### src/rtl/serial_fsm_arbiter.sv
// Round-robin arbiter that time-shares one bit-serial Moore FSM among NUM_REQ requesters.
// Build option MSB_FIRST_EN: shift words out and collect responses MSB first instead of LSB first.
module serial_fsm_arbiter #(
  parameter int NUM_REQ = 4,
  parameter int WORD_W  = 8
) (
  input  logic                      clock,
  input  logic                      reset,
  input  logic [NUM_REQ-1:0]        req,
  input  logic [NUM_REQ*WORD_W-1:0] data_in,
  output logic [NUM_REQ-1:0]        grant,
  output logic [2:0]                owner,
  output logic                      busy,
  output logic                      fsm_rst_n,
  output logic                      fsm_x,
  input  logic                      fsm_y,
  output logic [WORD_W-1:0]         result,
  output logic                      done
);

  localparam int KW = (WORD_W > 1) ? $clog2(WORD_W) : 1;

  typedef enum logic [2:0] {IDLE, CLEAR, SHIFT, DRAIN, DONE} state_t;

  state_t            state_q;
  logic [2:0]        last_q;
  logic [WORD_W-1:0] sh_q;
  logic [WORD_W-1:0] col_q;
  logic [KW-1:0]     k_q;

  logic              win_vld_d;
  logic [2:0]        win_idx_d;
  logic [WORD_W-1:0] win_word_d;

  function automatic logic first_bit(input logic [WORD_W-1:0] w);
`ifdef MSB_FIRST_EN
    return w[WORD_W-1];
`else
    return w[0];
`endif
  endfunction

  function automatic logic [WORD_W-1:0] advance(input logic [WORD_W-1:0] w);
`ifdef MSB_FIRST_EN
    return {w[WORD_W-2:0], 1'b0};
`else
    return {1'b0, w[WORD_W-1:1]};
`endif
  endfunction

  // After WORD_W inserts the first sample lands at bit 0 (LSB build) or bit WORD_W-1 (MSB build).
  function automatic logic [WORD_W-1:0] insert(input logic [WORD_W-1:0] c, input logic b);
`ifdef MSB_FIRST_EN
    return {c[WORD_W-2:0], b};
`else
    return {b, c[WORD_W-1:1]};
`endif
  endfunction

  // Search starts one past the last winner so nobody is granted twice while others wait.
  always_comb begin
    win_vld_d = 1'b0;
    win_idx_d = 3'd0;
    for (int j = 1; j <= NUM_REQ; j++) begin
      if (!win_vld_d && req[(int'(last_q) + j) % NUM_REQ]) begin
        win_vld_d = 1'b1;
        win_idx_d = 3'((int'(last_q) + j) % NUM_REQ);
      end
    end
    win_word_d = data_in[int'(win_idx_d)*WORD_W +: WORD_W];
  end

  always_ff @(posedge clock) begin
    if (reset) begin
      state_q   <= IDLE;
      grant     <= '0;
      owner     <= 3'd0;
      busy      <= 1'b0;
      fsm_rst_n <= 1'b0;
      fsm_x     <= 1'b0;
      result    <= '0;
      done      <= 1'b0;
      last_q    <= 3'(NUM_REQ-1);
      sh_q      <= '0;
      col_q     <= '0;
      k_q       <= '0;
    end else begin
      case (state_q)
        IDLE: begin
          fsm_rst_n <= 1'b1;
          done      <= 1'b0;
          if (win_vld_d) begin
            grant     <= NUM_REQ'(1) << win_idx_d;
            owner     <= win_idx_d;
            last_q    <= win_idx_d;
            sh_q      <= win_word_d;
            busy      <= 1'b1;
            fsm_rst_n <= 1'b0;
            state_q   <= CLEAR;
          end
        end
        CLEAR: begin
          fsm_rst_n <= 1'b1;
          k_q       <= '0;
          fsm_x     <= first_bit(sh_q);
          sh_q      <= advance(sh_q);
          state_q   <= SHIFT;
        end
        SHIFT: begin
          // The FSM output lags its input by one cycle, so nothing useful arrives during k=0.
          if (k_q != '0) col_q <= insert(col_q, fsm_y);
          if (k_q == KW'(WORD_W-1)) begin
            fsm_x   <= 1'b0;
            state_q <= DRAIN;
          end else begin
            fsm_x <= first_bit(sh_q);
            sh_q  <= advance(sh_q);
            k_q   <= k_q + KW'(1);
          end
        end
        DRAIN: begin
          result  <= insert(col_q, fsm_y);
          done    <= 1'b1;
          state_q <= DONE;
        end
        DONE: begin
          done    <= 1'b0;
          grant   <= '0;
          busy    <= 1'b0;
          state_q <= IDLE;
        end
        default: state_q <= IDLE;
      endcase
    end
  end

endmodule

### config.mk
export PLATFORM = sky130hd
export DESIGN_NAME = serial_fsm_arbiter
export DESIGN_NICKNAME = d
export VERILOG_FILES = /design/src/rtl/serial_fsm_arbiter.sv
export SDC_FILE = /design/constraint.sdc
export NUM_CORES = 1
export LEC_CHECK = 0
export CORE_ASPECT_RATIO = 0.5
export CORE_UTILIZATION = 52
export DETAILED_ROUTE_END_ITERATION = 10
export PLACE_DENSITY_LB_ADDON = 0.12
export RECOVER_POWER = 25
export SLEW_MARGIN = 20
export SYNTH_ARGS = -nofsm -noshare
export SYNTH_HDL_FRONTEND = slang
export SYNTH_SLANG_ARGS = --single-unit
### constraint.sdc
create_clock -name clock -period 4.5 [get_ports clock]
set_input_delay 0.9 -clock clock [delete_from_list [all_inputs] [get_ports clock]]
set_output_delay 0.9 -clock clock [all_outputs]
set_load 0.02 [all_outputs]
### Word-level counts from Yosys, hierarchy flattened

Index checks and enable logic that the tools add are counted.

* bits in registers: 43
* input port bits: 39
* output and inout bits: 19
* logic and storage cells: 96

* $add $sub $neg: 5
* magnitude comparators: 4
* equal/unequal tests: 8
* shift-type cells: 2
* multiplexer cells: 37
* bitwise gates (word level): 4
* reductions and logical operators: 24

Operator list (number)
* 32-bit by 7-bit indexed part select with 8-bit output: 1
* 8-bit case mux with 3 select lines: 1
* 3-bit 2-to-1 mux: 7
* 3-bit by 4-bit < comparator with 1-bit output (second input constant): 4
* 8-bit 2-to-1 mux: 2
* 1-bit 2-to-1 mux: 15
* 3-bit case mux with 4 select lines: 1
* 2-bit AND reduction: 5
* 2-bit OR reduction: 5
* 1-bit binary-select mux with 2-bit select: 4
* 1-bit case mux with 2 select lines: 4
* 4-bit case mux with 2 select lines: 1
* 2-bit nonzero test: 4
* 3-bit by 2-bit == test with 1-bit output (second input constant): 2
* 3-bit == test (second input constant): 2
* 2-bit inequality test (second input constant): 3
* 3-bit case mux with 2 select lines: 1
* 3-bit nonzero test: 2
* 2-bit by 1-bit adder with 2-bit output (second input constant): 2
* 2-bit adder (second input constant): 2
* 1-bit AND (first input constant): 4
* 4-bit 2-to-1 mux: 1
* 1-bit by 3-bit left shift with 4-bit output (first input constant): 1
* 3-bit by 1-bit adder with 3-bit output (second input constant): 1
* 5 further kinds: 9

### Longest topological paths before layout

* depth in word-level cells: 19
* gate-level depth with buffers: 8
* gate-level depth less buffers: 7

### Least setup slack after synthesis

OpenSTA, ideal clock, no wires.

* kind: input -> register
* start point: input req[0]
* end point: register sh_q[0]
* arrival time: 2096 ps
* data required time: 4367 ps
* setup slack: 2271 ps
* cell stages on the path: 7
* path buffers: 2
* cells stage by stage: buf_4 > nor4_4 > or4_1 > buf_4 > a21o_1 > a221oi_2 > a311oi_1

* cells in the longest elaborated chain, start to end: 16
* elaborated cells between the ends (all ways): 31

RTL lines
* start, declared: RTL line 9 `input logic [NUM_REQ-1:0] req,`
* 1-bit binary-select mux with 2-bit select: RTL line 65 `if (!win_vld_d && req[(int'(last_q) + j) % NUM_REQ]) begin`
* 1-bit 2-to-1 mux (implied by the code) (2 in a row): RTL line 65
* 1-bit 2-to-1 mux: RTL line 65
* 1-bit zero test: RTL line 65
* 1-bit logical AND: RTL line 65
* 1-bit 2-to-1 mux: RTL line 65
* 1-bit zero test: RTL line 65
* 1-bit logical AND: RTL line 65
* 1-bit 2-to-1 mux: RTL line 65
* 1-bit zero test: RTL line 65
* 1-bit logical AND: RTL line 65
* 3-bit 2-to-1 mux: RTL line 65
* 32-bit by 7-bit indexed part select with 8-bit output: RTL line 70 `win_word_d = data_in[int'(win_idx_d)*WORD_W +: WORD_W];`
* 8-bit 2-to-1 mux: RTL line 92 `if (win_vld_d) begin`
* 8-bit case mux with 3 select lines: RTL line 88 `case (state_q)`
* end signal, assigned: RTL line 96 `sh_q <= win_word_d;`
* end signal, assigned: RTL line 106 `sh_q <= advance(sh_q);`
* end signal, assigned: RTL line 117 `sh_q <= advance(sh_q);`
* end, declared: RTL line 27 `logic [WORD_W-1:0] sh_q;`

Parallel ways exist; a longest one is shown, timed or not. The select of a mux whose other input is x is not followed.
A chain may end at the register's enable or synchronous reset.

==> impl_metrics.json <==
{
  "status": "finished with violations",
  "violations": "capacitance limit, slew limit",
  "drt_iter0_drc": 126,
  "final.period_utilization_pct": 65.0,
  "wl_mm": 5.38,
  "cts_setup_buffers": 0,
  "synth.area.top_cells": "dfxtp_1 39%, nor2_1 5.3%, mux2i_1 4.7%",
  "cts_sinks": 41,
  "cts_root_buffer": "clkbuf_8",
  "worst_slew_pin_slew_ns": 1.82,
  "end_kind": "register",
  "ys_seq_area_share_pct": 38.8,
  "initial_utilization_pct": 57.8,
  "num-nets-final": 336,
  "drc": 0,
  "avgSynthCellArea_sq_um": 8.47,
  "syn_area_sq_um": 2120,
  "pwr-share-clk_pct": 24.9,
  "cts_hold_buf": 0,
  "p_per_area_nw_per_um2": 367,
  "reg2reg_from": "k_q[0]",
  "coreArea_sq_um": 3660,
  "io_pins": 58,
  "drive_gt1_share_pct": 6.78,
  "path_clk_slew_ns": 0.08,
  "synth_top_area_share_pct": 38.8,
  "ys_types": 52,
  "cts_inserted_buffers": 5,
  "synthToLayoutAreaGrowth_pct": 28.7,
  "post-route-min-period_ns": 2.93,
  "ff_latch_area_sq_um": 821,
  "grt_use_total_pct": 25.6,
  "reg2reg_depth": 7,
  "ir_drop_uv": 248,
  "hold_ws_ns": 0.455,
  "max_freq_mhz": 342,
  "synth_top_flop_cell": "dfxtp_1",
  "ant_nets": 0,
  "finalSetupViolCount": 0,
  "p_sw_uw": 349,
  "drt_first_pass_iters": 5,
  "grt_pass1_wl_mm": 8.34,
  "numPlacedInstances": 338,
  "dieArea_sq_um": 4350,
  "vias_per_cell": 5.93,
  "power_leakage_nw": 1.02,
  "maxSlewViolCount": 43,
  "cp.arrival_ns": 3.13,
  "cap_violations": 1,
  "num_rows": 15,
  "setup_ws_ns": 1.57,
  "die_w_um": 92.2,
  "yosys_register_bits": 41,
  "ys_warn_count": 0,
  "rsz0062_at_grt": "false",
  "antenna_found_initial": 0,
  "io_buffers": 56,
  "fillers": 277,
  "grt_pass1_vias": 1774,
  "synth_edf_count": 0,
  "p_seq_share_pct": 43.6,
  "grt_overflow_total": 0,
  "path_max_fanout": 42,
  "syn_inst": 250,
  "startpoint": "reset",
  "p_int_uw": 651,
  "max_stage_delay_ns": 1.30,
  "globalplace.congestion": 0.819,
  "cts_max_level": 2,
  "async_flop_share_pct": 0,
  "die_y_um": 47.1,
  "p_sw_share_pct": 34.9,
  "p_comb_share_pct": 31.5,
  "slew_headroom_pct": -21.2,
  "ff2ff_setup_slack_ns": 2.13,
  "synth_common_cells": "41 x dfxtp_1, 30 x nor2_1, 21 x nand2_1",
  "crit_path_start_kind": "input port",
  "crit_slowest_cell": "clkbuf_1",
  "multi_input_area_sq_um": 1160,
  "routedWlPerCell_um": 15.5,
  "antenna_cells": 0,
  "finClkSkew_ns": 0.00453,
  "post-place-ws_ns": 1.36,
  "fin_cells": 346,
  "holdCritPathClass": "reg -> reg",
  "hpwlAfterDp_mm": 3.67,
  "clock_path_buffers": 2,
  "syn-num-nets": 292,
  "cp-endpoint": "sh_q[7]",
  "r2r_end": "sh_q[6]",
  "yosys.area.top_type": "dfxtp_1",
  "num_vias": 2052,
  "path_cells": "dlygate4sd3_1 > clkbuf_1 > nor3b_1 > a31o_1",
  "cts_resized": 0,
  "yosysMostFrequentCell": "dfxtp_1",
  "finalHoldViolations": 0,
  "cp.required_ns": 4.70,
  "crit_type": "in -> reg",
  "cts_tree": "built",
  "setup_tns_ns": 0,
  "insertion_delay_ns": 0.30,
  "grt_max_degree": 43
}
## final cells by class
type	count	share of cell area, %
multi-input cells	182	42.5
flip-flops and latches	41	30.1
repair buffers	58	21.0
clock buffers	6	2.66
well taps	51	2.34
inverters	6	0.826
clock inverters	2	0.551
## through the flow
| stage | power (mW) | area [sq um] | utilization (%) |
|---|---|---|---|
| 2_1_floorplan | 0.654 | 2120 | - |
| 3_3_place_gp | 0.742 | 2640 | 72.0 |
| 3_5_place_dp | 0.751 | 2640 | 72.0 |
| 4_1_cts | 0.995 | 2720 | 74.4 |
| 5_1_grt | 1.05 | 2730 | 74.5 |
| 6_report | 1.00 | 2730 | 74.5 |
## registers in the layout, indices dropped and copies added, names as in the netlist
signal / count
done: 1
col_q: 7
fsm_rst_n: 1
last_q: 2
k_q: 3
fsm_x: 1
busy: 1
result: 8
state_q: 3
sh_q: 8
owner: 2
grant: 4
## power by group through the flow
stage	sequential [mW]	combinational (mW)	clock (mW)
6_report	0.436	0.315	0.249
5_1_grt	0.441	0.339	0.271
4_1_cts	0.435	0.311	0.249
3_5_place_dp	0.443	0.308	0
3_3_place_gp	0.441	0.301	0
2_1_floorplan	0.437	0.218	0
## placed cells by master (no fill, tap or decap), drive strengths merged, types with 3 or more instances in the layout
master / netlist / routed
a21o: 3 / 3
a21oi: 18 / 18
a221oi: 7 / 7
a311oi: 5 / 5
clkbuf: 7 / 7
clkdlybuf4s50: 0 / 55
dfxtp: 41 / 41
ha: 3 / 3
inv: 6 / 6
mux2i: 10 / 10
nand2: 21 / 21
nand2b: 4 / 4
nand3: 17 / 17
nand3b: 3 / 3
nor2: 31 / 31
nor2b: 3 / 3
nor3: 4 / 4
nor4: 3 / 3
o211ai: 4 / 4
o21a: 6 / 6
o21ai: 10 / 10
o221ai: 3 / 3
## worst min path at each step
stage,to,start,cells past startpoint
after global placement,result[5],result[5],2
after CTS,result[6],result[6],2
after floorplan,result[0],col_q[1],2
after global routing,result[7],result[7],2
final,result[1],result[1],2
after detailed placement,result[6],result[6],2
## cells by family (layout without fill, tap and decap cells)
logic type	Yosys count	count (layout)	synth area share [%]
other cells	1	1	0.177
compound gates	71	71	25.3
simple gates	97	97	22.5
mux	10	10	4.73
buf+inv	27	72	6.74
flops	41	41	38.8
fa+ha+maj	3	3	1.77
## routing by layer
| layer | wire length (um) | track usage (%) |
|---|---|---|
| met3 | 369 | 8.25 |
| met4 | 37 | 5.94 |
| met2 | 2370 | 42.8 |
| met1 | 2600 | 33.5 |
| met5 | 0 | 0 |
## critical path, delay by kind of cell
kind	cells	cell delay, ns
buffers and inverters	2	1.82
AOI/OAI and AO/OA	1	0.26
and+or+nand+nor	1	0.14
Note: power is estimated with default switching activity, not from simulation.
